**src/rtl/writeback_arbiter.sv**
```systemverilog
// writeback_arbiter
//   Merges the in-order ALU/memory writeback path and the multi-cycle mul/div
//   unit onto the register file's single write port. ALU results always win
//   and are never back-pressured; mul/div results wait in a small FIFO and
//   drain into idle write-port cycles. A starvation guard raises alu_stall so
//   buffered results always retire, and a write-after-write squash kills any
//   buffered mul/div result that a younger ALU result has overwritten.
//
// Ports
//   clk, rst_n          clock, asynchronous active-low reset
//   alu_valid/rd/data   ALU-path result, always accepted
//   md_valid/rd/data    mul/div result offer
//   md_ready            FIFO has room (from the registered count only)
//   alu_stall           upstream must hold alu_valid low while this is 1
//   rd/write_data       register file write address / data (registered)
//   reg_write           register file write enable (registered)
module writeback_arbiter #(
   parameter int FIFO_DEPTH   = 4,
   parameter int STARVE_LIMIT = 8
) (
   input  logic               clk,
   input  logic               rst_n,
   input  logic               alu_valid,
   input  logic [4:0]         alu_rd,
   input  logic signed [63:0] alu_data,
   input  logic               md_valid,
   input  logic [4:0]         md_rd,
   input  logic signed [63:0] md_data,
   output logic               md_ready,
   output logic               alu_stall,
   output logic [4:0]         rd,
   output logic signed [63:0] write_data,
   output logic               reg_write
);

   localparam int DATA_W = 64;
   localparam int PTR_W  = (FIFO_DEPTH > 1) ? $clog2(FIFO_DEPTH) : 1;
   localparam int CNT_W  = PTR_W + 1;
   localparam int SC_W   = $clog2(STARVE_LIMIT + 1);

   localparam logic [CNT_W-1:0] DEPTH_C = CNT_W'(FIFO_DEPTH);
   localparam logic [SC_W-1:0]  LIMIT_C = SC_W'(STARVE_LIMIT);

   logic                     ent_live [FIFO_DEPTH];
   logic [4:0]               ent_rd   [FIFO_DEPTH];
   logic signed [DATA_W-1:0] ent_data [FIFO_DEPTH];

   logic [PTR_W-1:0] wr_ptr;
   logic [PTR_W-1:0] rd_ptr;
   logic [CNT_W-1:0] count;
   logic [SC_W-1:0]  starve_cnt;
   logic [SC_W-1:0]  starve_nxt;

   logic head_vld;
   logic head_live;
   logic push;
   logic push_live;
   logic pop;
   logic drain;

   assign md_ready = (count < DEPTH_C);

   always_comb begin
      head_vld  = (count != '0);
      head_live = head_vld && ent_live[rd_ptr];
      push      = md_valid && md_ready;
      // A same-cycle ALU write to the same register makes the mul/div
      // result stale before it is even stored.
      push_live = !(alu_valid && (alu_rd == md_rd));
      // Dead heads are discarded even while the ALU owns the port.
      pop       = head_vld && (!ent_live[rd_ptr] || !alu_valid);
      drain     = head_live && !alu_valid;
      starve_nxt = '0;
      if (head_live && alu_valid) begin
         starve_nxt = (starve_cnt == LIMIT_C) ? LIMIT_C : starve_cnt + SC_W'(1);
      end
   end

   // Stage p0: FIFO control, squash and starvation tracking
   always_ff @(posedge clk or negedge rst_n) begin
      if (!rst_n) begin
         wr_ptr     <= '0;
         rd_ptr     <= '0;
         count      <= '0;
         starve_cnt <= '0;
         alu_stall  <= 1'b0;
         for (int i = 0; i < FIFO_DEPTH; i++) begin
            ent_live[i] <= 1'b0;
         end
      end else begin
         if (alu_valid) begin
            for (int i = 0; i < FIFO_DEPTH; i++) begin
               if (ent_rd[i] == alu_rd) begin
                  ent_live[i] <= 1'b0;
               end
            end
         end
         // The push slot is never an occupied entry, so it overrides the squash.
         if (push) begin
            ent_live[wr_ptr] <= push_live;
            wr_ptr           <= wr_ptr + PTR_W'(1);
         end
         if (pop) begin
            rd_ptr <= rd_ptr + PTR_W'(1);
         end
         count      <= count + CNT_W'(push) - CNT_W'(pop);
         starve_cnt <= starve_nxt;
         alu_stall  <= (starve_nxt >= LIMIT_C);
      end
   end

   always_ff @(posedge clk) begin
      if (push) begin
         ent_rd[wr_ptr]   <= md_rd;
         ent_data[wr_ptr] <= md_data;
      end
   end

   // Stage p1: registered write port
   always_ff @(posedge clk or negedge rst_n) begin
      if (!rst_n) begin
         rd         <= '0;
         write_data <= '0;
         reg_write  <= 1'b0;
      end else if (alu_valid) begin
         rd         <= alu_rd;
         write_data <= alu_data;
         reg_write  <= (alu_rd != 5'd0);
      end else if (drain) begin
         rd         <= ent_rd[rd_ptr];
         write_data <= ent_data[rd_ptr];
         reg_write  <= (ent_rd[rd_ptr] != 5'd0);
      end else begin
         reg_write  <= 1'b0;
      end
   end

endmodule

```
**config.mk**
```make
export PLATFORM = sky130hd
export DESIGN_NAME = writeback_arbiter
export DESIGN_NICKNAME = d
export VERILOG_FILES = /design/src/rtl/writeback_arbiter.sv
export SDC_FILE = /design/constraint.sdc
export NUM_CORES = 1
export LEC_CHECK = 0
export BUFFER_PORTS_ARGS = -buffer_cell sky130_fd_sc_hd__buf_4
export CAP_MARGIN = 30
export CORE_MARGIN = 4
export CORE_UTILIZATION = 51
export CTS_CLUSTER_DIAMETER = 100
export DETAILED_ROUTE_END_ITERATION = 10
export PLACE_DENSITY_LB_ADDON = 0.15
export SYNTH_ARGS = -nofsm -noshare
export SYNTH_HDL_FRONTEND = slang
export SYNTH_SLANG_ARGS = --single-unit
```
**constraint.sdc**
```tcl
create_clock -name clk -period 2.9 [get_ports clk]
set_input_delay 0.435 -clock clk [delete_from_list [all_inputs] [get_ports clk]]
set_output_delay 0.435 -clock clk [all_outputs]
set_load 0.1 [all_outputs]
```
==> results of run 1 <==
metrics by stage:
stage | hold WS [ps] | setup WS [ps] | util (%) | instances | power [uW]
after CTS | 2.694 | 454.8 | 64.53 | 1404 | 21280
after floorplan | 139.4 | 8.670 | - | 779 | 14370
final | -10.61 | 483.7 | 64.53 | 1404 | 20990
after detailed placement | 496.3 | 483.9 | 59.79 | 1336 | 16290
after global routing | 39.95 | 369.5 | 64.53 | 1404 | 21970
after global placement | 489.7 | 569.9 | 59.79 | 1336 | 16200
layer usage:
layer	track usage, %	part of all wire (%)	up-vias
met1	25.44	42	3747
met2	30.04	49	226
li1	-	-	3458
met5	0	0.12	-
met4	4.681	1.8	4
met3	4.738	7.0	44
worst reg2reg max path: cells and delay by family, from the launching register on:
family,cells,cell delay (ps)
multiplexers,1,520
flip-flops,1,420
XOR/XNOR,2,330
AO/OA/AOI/OAI,1,300
adder cells (fa/ha/maj),3,730
buffers and inverters,1,40
final cells by class:
class | instances | area share, %
Sequential cell | 362 | 59.41
Clock buffer | 55 | 6.418
Clock inverter | 13 | 0.9321
Multi-Input combinational cell | 362 | 20.11
Timing Repair Buffer | 231 | 10.29
Inverter | 9 | 0.1921
Tap cell | 372 | 2.647
placed cells by master, fill, tap and decap left out, types with 3 or more instances in the layout:
cell type,netlist,layout
clkbuf_16,0,41
ha_1,8,8
mux2i_1,73,73
dfrtp_1,86,84
o21ai_1,69,69
clkinv_1,0,4
edfxtp_1,276,276
nand4_1,4,4
buf_4,1,225
mux4_2,70,70
xnor2_1,25,25
nand2_1,77,77
nor2_1,3,3
clkbuf_8,0,5
bufinv_16,0,4
buf_12,0,6
xor2_1,6,6
clkinv_2,0,4
and2_4,0,4
inv_1,9,9
clkbuf_1,28,9
o21ai_0,8,8
registers in the layout, summed over array words and instances (netlist names), 2 cells and up:
name and count:
ent_live 4, rd 5, rd_ptr 2, wr_ptr 2, ent_data 256, write_data 64
ent_rd 20, starve_cnt 4, count 3
worst max path at each step:
stage / cells past startpoint / endpoint / slack (ps) / from
finish: 8 / count[2] / 480 / rd_ptr[0]
global placement: 8 / count[2] / 570 / rd_ptr[0]
CTS: 8 / count[2] / 450 / rd_ptr[0]
global route: 8 / count[2] / 370 / rd_ptr[0]
floorplan: 3 / ent_data[2][0] / 9 / md_valid
detailed placement: 8 / count[2] / 480 / rd_ptr[0]
logic make-up after synthesis:
family,after synthesis
AO/OA/AOI/OAI,79
XOR/XNOR,31
adder cells (fa/ha/maj),9
buffers and inverters,55
flip-flops,362
multiplexers,143
AND/OR/NAND/NOR,100
power breakdown:
group	total [uW]	internal, uW	switching, uW	leakage [uW]
logic	8870	2870	6010	0.00260
registers	7180	6730	448	0.00354
clock network	4940	3060	1880	0.000634
==> summary.txt, run 1 <==
Status: finished, violations left
Failing checks: negative hold slack
Synth Cell Area: 14250 um2
Main combinational cell family by area after synthesis: multiplexers
Post-synthesis simple-gate area fraction: 2.985%
Post-CTS sizing: 0
Compound-Gate Fraction of Synth Area: 2.774%
Yosys cell types: 28
Post-Syn Nets: 930
CORE AREA: 27250 um2
Die width: 175.2 um
Ratio of cells with drive above 1 in the final layout: 35.17%
Syn Area/Cell: 18.30 um2
RSZ-0062 raised after global routing: no
Critical Path Sink Type: register
CTS tree: yes
Slowest stage delay, CP: 520 ps
FF-to-FF End: count[2]
Fillers: 1963
Placed cell area: 16290 um2
Worst-path cell chain: mux4_2 -> a21oi_1 -> ha_1 -> inv_1 -> ha_1 -> fa_1 -> xnor2_1 -> xnor2_1
Async S/R FF share, synth: 23.76%
Hold Worst Slack: -10.61 ps
MaxCap Viol Count: 0
Synth Area in Adders: 0.8427%
Pwr/cell area: 1194 nW/um2
Max_slew headroom: 49.95%
Vias in the first global route: 7933
Post-Layout Inst Area: 17590 um2
Fmax: 413.9 MHz
Setup crit start kind: register
Gr usage total: 18.50%
Grt total ovfl: 0
LEAKAGE: 0.006771 uW
Area occupied by multi-input gates: 3537 um2
Largest area contributor in the netlist: edfxtp_1
Register Area: 10450 um2
Area contributors post-synth: edfxtp_1 (58%), dfrtp_1 (15%), mux4_2 (11%)
Area Overhead vs Synth: 23.38%
Vias per cell: 5.327
Drt drc: 0
Vias: 7479
Synthesis Warnings: 0
Skew-Pair Late Insertion Delay: 510 ps
Setup violators final: 0
Seq/Total Area, Yosys: 73.24%
Count leader, synth: edfxtp_1
H-tree depth: 2
Family with the most delay on the worst path: adder cells
Worst-Margin Slew: 750.8 ps
Hold-fix buffers at CTS: 0
CP max-delay cell: mux4_2
Multiplexer share of the synthesized area: 16.19%
CP arrival: 2840 ps
Initial DRT Pass Iterations: 4
Die area: 30690 um2
Final hold violations: 15
CTS buffer count: 38
Largest net degree at the start of global routing: 148
Ports: 214
Crit share post-route: 83.32%
First-pass GRT wire length: 44.53 mm
R2R cell count: 8
Setup TNS: 0 ps
Post-Synthesis Cells: 779
Root Buffer: clkbuf_16
EDFF count, synth: 276
CP max FO: 3
Avg WL per Cell: 20.10 um
Clock Tree Buf Depth: 3
RR Startpoint: rd_ptr[0]
Maximum clock skew at final layout: 12.02 ps
FF+latch count, synth: 362
Detail Route Antenna Nets: 0
Final wirelength: 28.22 mm
Gp weighted congestion: 0.7740
Fin crit period: 2416 ps
Primary FF master, synth: edfxtp_1
Die Ht: 175.2 um
Clk sink count: 362
Worst Path Buf+Inv: 1
IO Port Bufs: 213
Slew Limit Fails: 0
Iter 0 DRT Violations: 597
WS Path Type: reg2reg
CP required: 3330 ps
Worst vdd ir: 807.9 uV
Most instantiated cells after synthesis: edfxtp_1 (276), dfrtp_1 (86), nand2_1 (77), mux2i_1 (73), mux4_2 (70)
Clock transition at path regs: 60 ps
Post-CTS Setup Inserts: 0
Nets: 1155
Rows: 60
Yosys top cell area share: 58.15%
Worst hold path class: in2async
Initial core utilization: 52.30%
Detail Placement HPWL: 17.59 mm
Reg2reg setup slack: 480 ps
ANT cells: 0
XOR/XNOR Fraction of Synth Area: 1.905%
Initial antenna violation count: 2
Note: power is estimated with default switching activity, not from simulation.
==> run 2, diff against run 1 <==
==> constraint.sdc (replaced) <==
create_clock -name clk -period 2.15 [get_ports clk]
set_input_delay 0.3225 -clock clk [delete_from_list [all_inputs] [get_ports clk]]
set_output_delay 0.3225 -clock clk [all_outputs]
set_load 0.1 [all_outputs]
==> summary.txt, run 2 (synthesis results as in run 1) <==
First-pass GRT wire length: 46.67 mm (+4.8%)
Pwr/cell area: 1570 nW/um2 (+32%)
Crit-path most repeated cell: ha_4
Clk sink count: 362 (unchanged)
Drt drc: 0 (unchanged)
Detail Placement HPWL: 18.33 mm (+4.2%)
Vias in the first global route: 8309 (+4.7%)
Die Ht: 175.2 um (unchanged)
Setup violators final: 1 (+1)
Regs by FF count: ent_data (256), write_data (64), ent_rd (20)
Slew Limit Fails: 0 (unchanged)
Worst-Margin Slew: 668.1 ps (-82.68 ps)
CTS tree: yes
Setup crit start kind: register
Worst hold path class: in2reg
Final wirelength: 29.33 mm (+3.9%)
Fmax: 452.2 MHz (+9.3%)
Hold path startpoint: md_data[26]
Worst Setup SP: rd_ptr[0]
Area Overhead vs Synth: 26.61%
Final hold violations: 0 (-15)
H-tree depth: 2 (unchanged)
Ports: 214 (unchanged)
Fin crit period: 2211 ps (-204.8 ps)
CP required: 2530 ps (-800 ps)
Hold Path Stages: 1
LEAKAGE: 0.006951 uW (+2.7%)
CORE AREA: 27250 um2 (unchanged)
Clock transition at path regs: 60 ps (about the same)
Max reg flops: 256 (unchanged)
Detail Route Antenna Nets: 0 (unchanged)
Grt total ovfl: 0 (unchanged)
Initial DRT Pass Iterations: 5 (+1)
Setup ws final: -61.46 ps (-545.2 ps)
Maximum clock skew at final layout: 19.26 ps (+7.239 ps)
Commonest non-fill, non-tap cells in the layout: edfxtp_1 (276), buf_4 (223), dfrtp_1 (84), nand2_1 (77), mux2i_1 (73)
Ratio of cells with drive above 1 in the final layout: 35.04% (-0.13 points)
ANT cells: 0 (unchanged)
Gr usage total: 19.28% (+0.78 points)
CP max FO: 2 (-1)
Worst-path cell chain: mux4_2 -> a21oi_4 -> ha_4 -> inv_2 -> ha_4 -> fa_2 -> xnor2_2 -> xnor2_1
Iter 0 DRT Violations: 419 (-30%)
Layout Cells excl Fill: 1445 (+2.9%)
Largest Register: ent_data
Max_slew headroom: 55.46% (+5.5 points)
Family with the most delay on the worst path: adder cells
Die width: 175.2 um (unchanged)
Skew-Pair Late Insertion Delay: 510 ps (about the same)
CTS buffer count: 37 (-2.6%)
Slowest stage delay, CP: 540 ps (+20 ps)
Setup TNS: -61.46 ps (-61.46 ps)
CP arrival: 2590 ps (-250 ps)
Nets: 1199 (+3.8%)
Crit share post-route: 102.9% (+20 points)
Clock Tree Buf Depth: 3 (unchanged)
RSZ-0062 raised after global routing: yes
Worst Path Buf+Inv: 1 (unchanged)
RR Startpoint: rd_ptr[0]
MaxCap Viol Count: 0 (unchanged)
Commonest non-fill, non-tap cell in the layout: edfxtp_1
Vias per cell: 5.361 (+0.63%)
R2R cell count: 8 (unchanged)
DP Cell Count: 1342 (+0.45%)
FF-to-FF End: count[2]
Initial core utilization: 52.30% (unchanged)
Failing checks: negative setup slack
Root Buffer: clkbuf_16
CP max-delay cell: mux4_2
Endpoint of the worst hold path: ent_data[1][26]
Vias: 7746 (+3.6%)
IO Port Bufs: 213 (unchanged)
Avg WL per Cell: 20.30 um (+1.0%)
Initial antenna violation count: 1 (-1)
Largest net degree at the start of global routing: 148 (unchanged)
Worst vdd ir: 1099 uV (+36%)
Critical Path Sink Type: register
Status: finished, violations left
Rows: 60 (unchanged)
Reg2reg setup slack: -60 ps (-550 ps)
WS Path Type: reg2reg
Gp weighted congestion: 0.7933 (+2.5%)
Die area: 30690 um2 (unchanged)
-- run 2: stage by stage --
stage | instance area (um2) | hold WS, ps | worst slack [ps] | util (%) | total power (uW)
after floorplan | 14260 | 26.91 | -38.28 | - | 19360
after global placement | 16470 | 247.7 | -58.21 | 60.44 | 22180
after detailed placement | 16470 | 250.4 | -107.8 | 60.44 | 22360
after CTS | 18000 | 0.3836 | -81.17 | 66.07 | 28630
after global routing | 18050 | 1.265 | -151.6 | 66.22 | 29630
final | 18050 | 17.66 | -61.46 | 66.22 | 28330
-- run 2: worst max-delay path by stage --
stage,endpoint,slack (ps),depth (start not counted)
after CTS,count[2],-80,8
after global routing,count[2],-150,8
after detailed placement,count[2],-110,8
after floorplan,count[2],-40,9
after global placement,count[2],-60,8
final,count[2],-60,8
-- run 2: area by class of cell --
class	count	area (um2)
flip-flops and latches	362	10450
multi-input cells	362	3583
repair buffers	276	2366
clock inverters	20	145.1
inverters	9	33.78
fillers	1885	9205
clock buffers	44	1005
well taps	372	465.4
-- run 2: timing repair --
item | CTS | global route
hold buffers | 33 | 3
setup buffers | 2 | 1
endpoints found under the hold margin | 128 | 7
gates resized for setup | 6 | 1
pin swaps | 5 | 4
setup endpoints to repair | 2 | 20
-- run 2: power breakdown --
| part | switching (uW) | leakage (uW) | internal (uW) |
|---|---|---|---|
| clock | 2490 | 0.000575 | 3560 |
| combinational | 8310 | 0.00284 | 4270 |
| sequential | 619 | 0.00354 | 9080 |
-- run 2: metal layers --
layer	vias up	wire length (um)	global-route usage [%]
li1	3537	-	-
met3	38	1672	3.656
met1	3963	12790	27.48
met2	206	14490	31.76
met5	-	11	0
met4	2	360	3.830
==> run 3, diff against run 2 <==
--- a/config.mk
+++ b/config.mk
@@ -8,7 +8,7 @@
 export BUFFER_PORTS_ARGS = -buffer_cell sky130_fd_sc_hd__buf_4
 export CAP_MARGIN = 30
 export CORE_MARGIN = 4
-export CORE_UTILIZATION = 51
+export CORE_UTILIZATION = 37
 export CTS_CLUSTER_DIAMETER = 100
 export DETAILED_ROUTE_END_ITERATION = 10
 export PLACE_DENSITY_LB_ADDON = 0.15
==> summary.txt, run 3 (synthesis results as in run 1) <==
Status: finished, violations left
Failing checks: negative setup slack
Die width: 204.3 um (+17%)
H-tree depth: 2 (unchanged)
R2R cell count: 8 (unchanged)
Clock Tree Buf Depth: 3 (unchanged)
Ratio of cells with drive above 1 in the final layout: 33.02% (-2.0 points)
Maximum clock skew at final layout: 21.00 ps (+1.747 ps)
Flop pwr share: 32.6% (-1.6 points)
IO Port Bufs: 213 (unchanged)
Worst-Margin Slew: 730.2 ps (+62.09 ps)
Max reg flops: 256 (unchanged)
WS Path Type: reg2reg
Initial DRT Pass Iterations: 4 (-1)
Total chip power: 29750 uW (+5.0%)
RSZ-0062 raised after global routing: yes
Commonest non-fill, non-tap cell in the layout: edfxtp_1
Initial core utilization: 37.66% (-15 points)
Vias: 8041 (+3.8%)
Crit share post-route: 102.6% (-0.26 points)
Grt total ovfl: 0 (unchanged)
Vias in the first global route: 8842 (+6.4%)
First-pass GRT wire length: 51.49 mm (+10%)
Detail Route Antenna Nets: 0 (unchanged)
Gr usage total: 15.95% (-3.3 points)
Root Buffer: clkbuf_16
Commonest non-fill, non-tap cells in the layout: edfxtp_1 (276), buf_4 (231), dlygate4sd3_1 (127), dfrtp_1 (84), nand2_1 (77)
Gp weighted congestion: 0.7329 (-7.6%)
CORE AREA: 37840 um2 (+39%)
ANT cells: 0 (unchanged)
Endpoint of the worst hold path: write_data[32]
Register Area: 10450 um2 (unchanged)
Pwr/cell area: 1531 nW/um2 (-2.5%)
Clock power frac: 24.6% (+3.2 points)
Die area: 41730 um2 (+36%)
Setup crit start kind: register
Fmax: 453.4 MHz (+0.26%)
Iter 0 DRT Violations: 454 (+8.4%)
Ports: 214 (unchanged)
Placed cell area: 16690 um2 (+1.3%)
Final wirelength: 33.07 mm (+13%)
Max_slew headroom: 51.32% (-4.1 points)
Regs by FF count: ent_data (256), write_data (64), ent_rd (20)
MaxCap Viol Count: 0 (unchanged)
Clk sink count: 362 (unchanged)
Area occupied by multi-input gates: 3553 um2 (-0.84%)
Nets: 1302 (+8.6%)
Largest Register: ent_data
Critical Path Sink Type: register
Largest net degree at the start of global routing: 148 (unchanged)
Setup ws final: -55.78 ps (+5.681 ps)
Rows: 71 (+18%)
FF-to-FF End: count[2]
Initial antenna violation count: 2 (+1)
CP max FO: 2 (unchanged)
Net Sw Power: 11740 uW (+2.8%)
Skew-Pair Late Insertion Delay: 540 ps (+30 ps)
Worst vdd ir: 1325 uV (+21%)
Worst hold path class: in2reg
Hold path startpoint: alu_data[32]
Hold Path Stages: 3 (+2)
Final hold violations: 0 (unchanged)
Fillers: 3175 (+68%)
CTS buffer count: 41 (+11%)
Logic pwr share: 42.8% (-1.6 points)
Vias per cell: 4.744 (-12%)
CP required: 2570 ps (+40 ps)
Switching Share: 39.45% (-0.86 points)
Slew Limit Fails: 0 (unchanged)
Int Power: 18010 uW (+6.5%)
Drt drc: 0 (unchanged)
RR Startpoint: rd_ptr[0]
Die Ht: 204.3 um (+17%)
Setup violators final: 1 (unchanged)
Area Overhead vs Synth: 36.31%
CP arrival: 2620 ps (+30 ps)
Post-Layout Inst Area: 19430 um2 (+7.7%)
Clock transition at path regs: 60 ps (about the same)
Reg2reg setup slack: -60 ps (about the same)
Detail Placement HPWL: 20.36 mm (+11%)
CTS tree: yes
LEAKAGE: 0.007481 uW (+7.6%)
Avg WL per Cell: 19.51 um (-3.9%)
Fin crit period: 2206 ps (-5.681 ps)
==> run 3: routing by layer <==
metal / GRT usage [%] / wire length, um / share of wire [%] / vias to the layer above
li1: - / - / - / 3758
met1: 21.81 / 14610 / 44 / 4041
met2: 26.40 / 16040 / 48 / 190
met3: 3.491 / 1884 / 5.7 / 48
met4: 3.733 / 511 / 1.5 / 4
met5: 0 / 27 / 0.082 / -
==> run 3: how the worst max path moves through the flow <==
stage | slack, ps | depth (start not counted) | endpoint | from
floorplan | -40 | 9 | count[2] | rd_ptr[0]
global placement | -30 | 8 | count[2] | rd_ptr[0]
detailed placement | -40 | 8 | count[2] | rd_ptr[0]
CTS | -60 | 8 | count[2] | rd_ptr[0]
global route | -120 | 8 | count[2] | rd_ptr[0]
finish | -60 | 8 | count[2] | rd_ptr[0]
==> run 3: what timing repair did <==
item	4_1_cts	5_1_grt
hold endpoints to repair	370	0
setup endpoints to repair	3	8
pin swaps	0	3
setup buffers	0	2
hold buffers	127	0
resized for setup	1	4
==> run 3: layout make-up <==
class	count	area share, %
inverter	9	0.1739
timing repair buffer	375	17.09
tap	511	3.291
clock buffer	53	5.835
sequential	362	53.77
clock inverter	23	1.552
multi-input combinational	362	18.29
==> run 3: through the flow <==
stage                     worst slack (ps)  instances  util [%]  setup TNS (ps)  hold WS [ps]
after global routing                -119.1       1695     51.34          -163.4         9.988
after CTS                           -60.84       1693     51.25          -60.84         3.287
after global placement              -28.93       1490     44.09          -28.93         398.7
after detailed placement            -38.36       1490     44.09          -45.71         393.6
final                               -55.78       1695     51.34          -55.78         31.48
after floorplan                     -38.28        779         -          -38.28         26.91
==> run 3: power by group through the flow <==
stage                     clock network (uW)  logic [uW]  registers, uW
after global routing                    7860       13500           9850
after CTS                               7560       12900           9710
after detailed placement                   0       12700           9830
after global placement                     0       12600           9820
final                                   7330       12700           9690
after floorplan                            0        5240          14100
==> run 3: worst max-delay path, cell delays in order, from the launching register on <==
cell,delay [ps]
dfrtp_4,410
mux4_2,520
a21oi_2,180
ha_1,130
inv_1,40
ha_2,170
fa_2,370
xnor2_2,150
xnor2_1,130
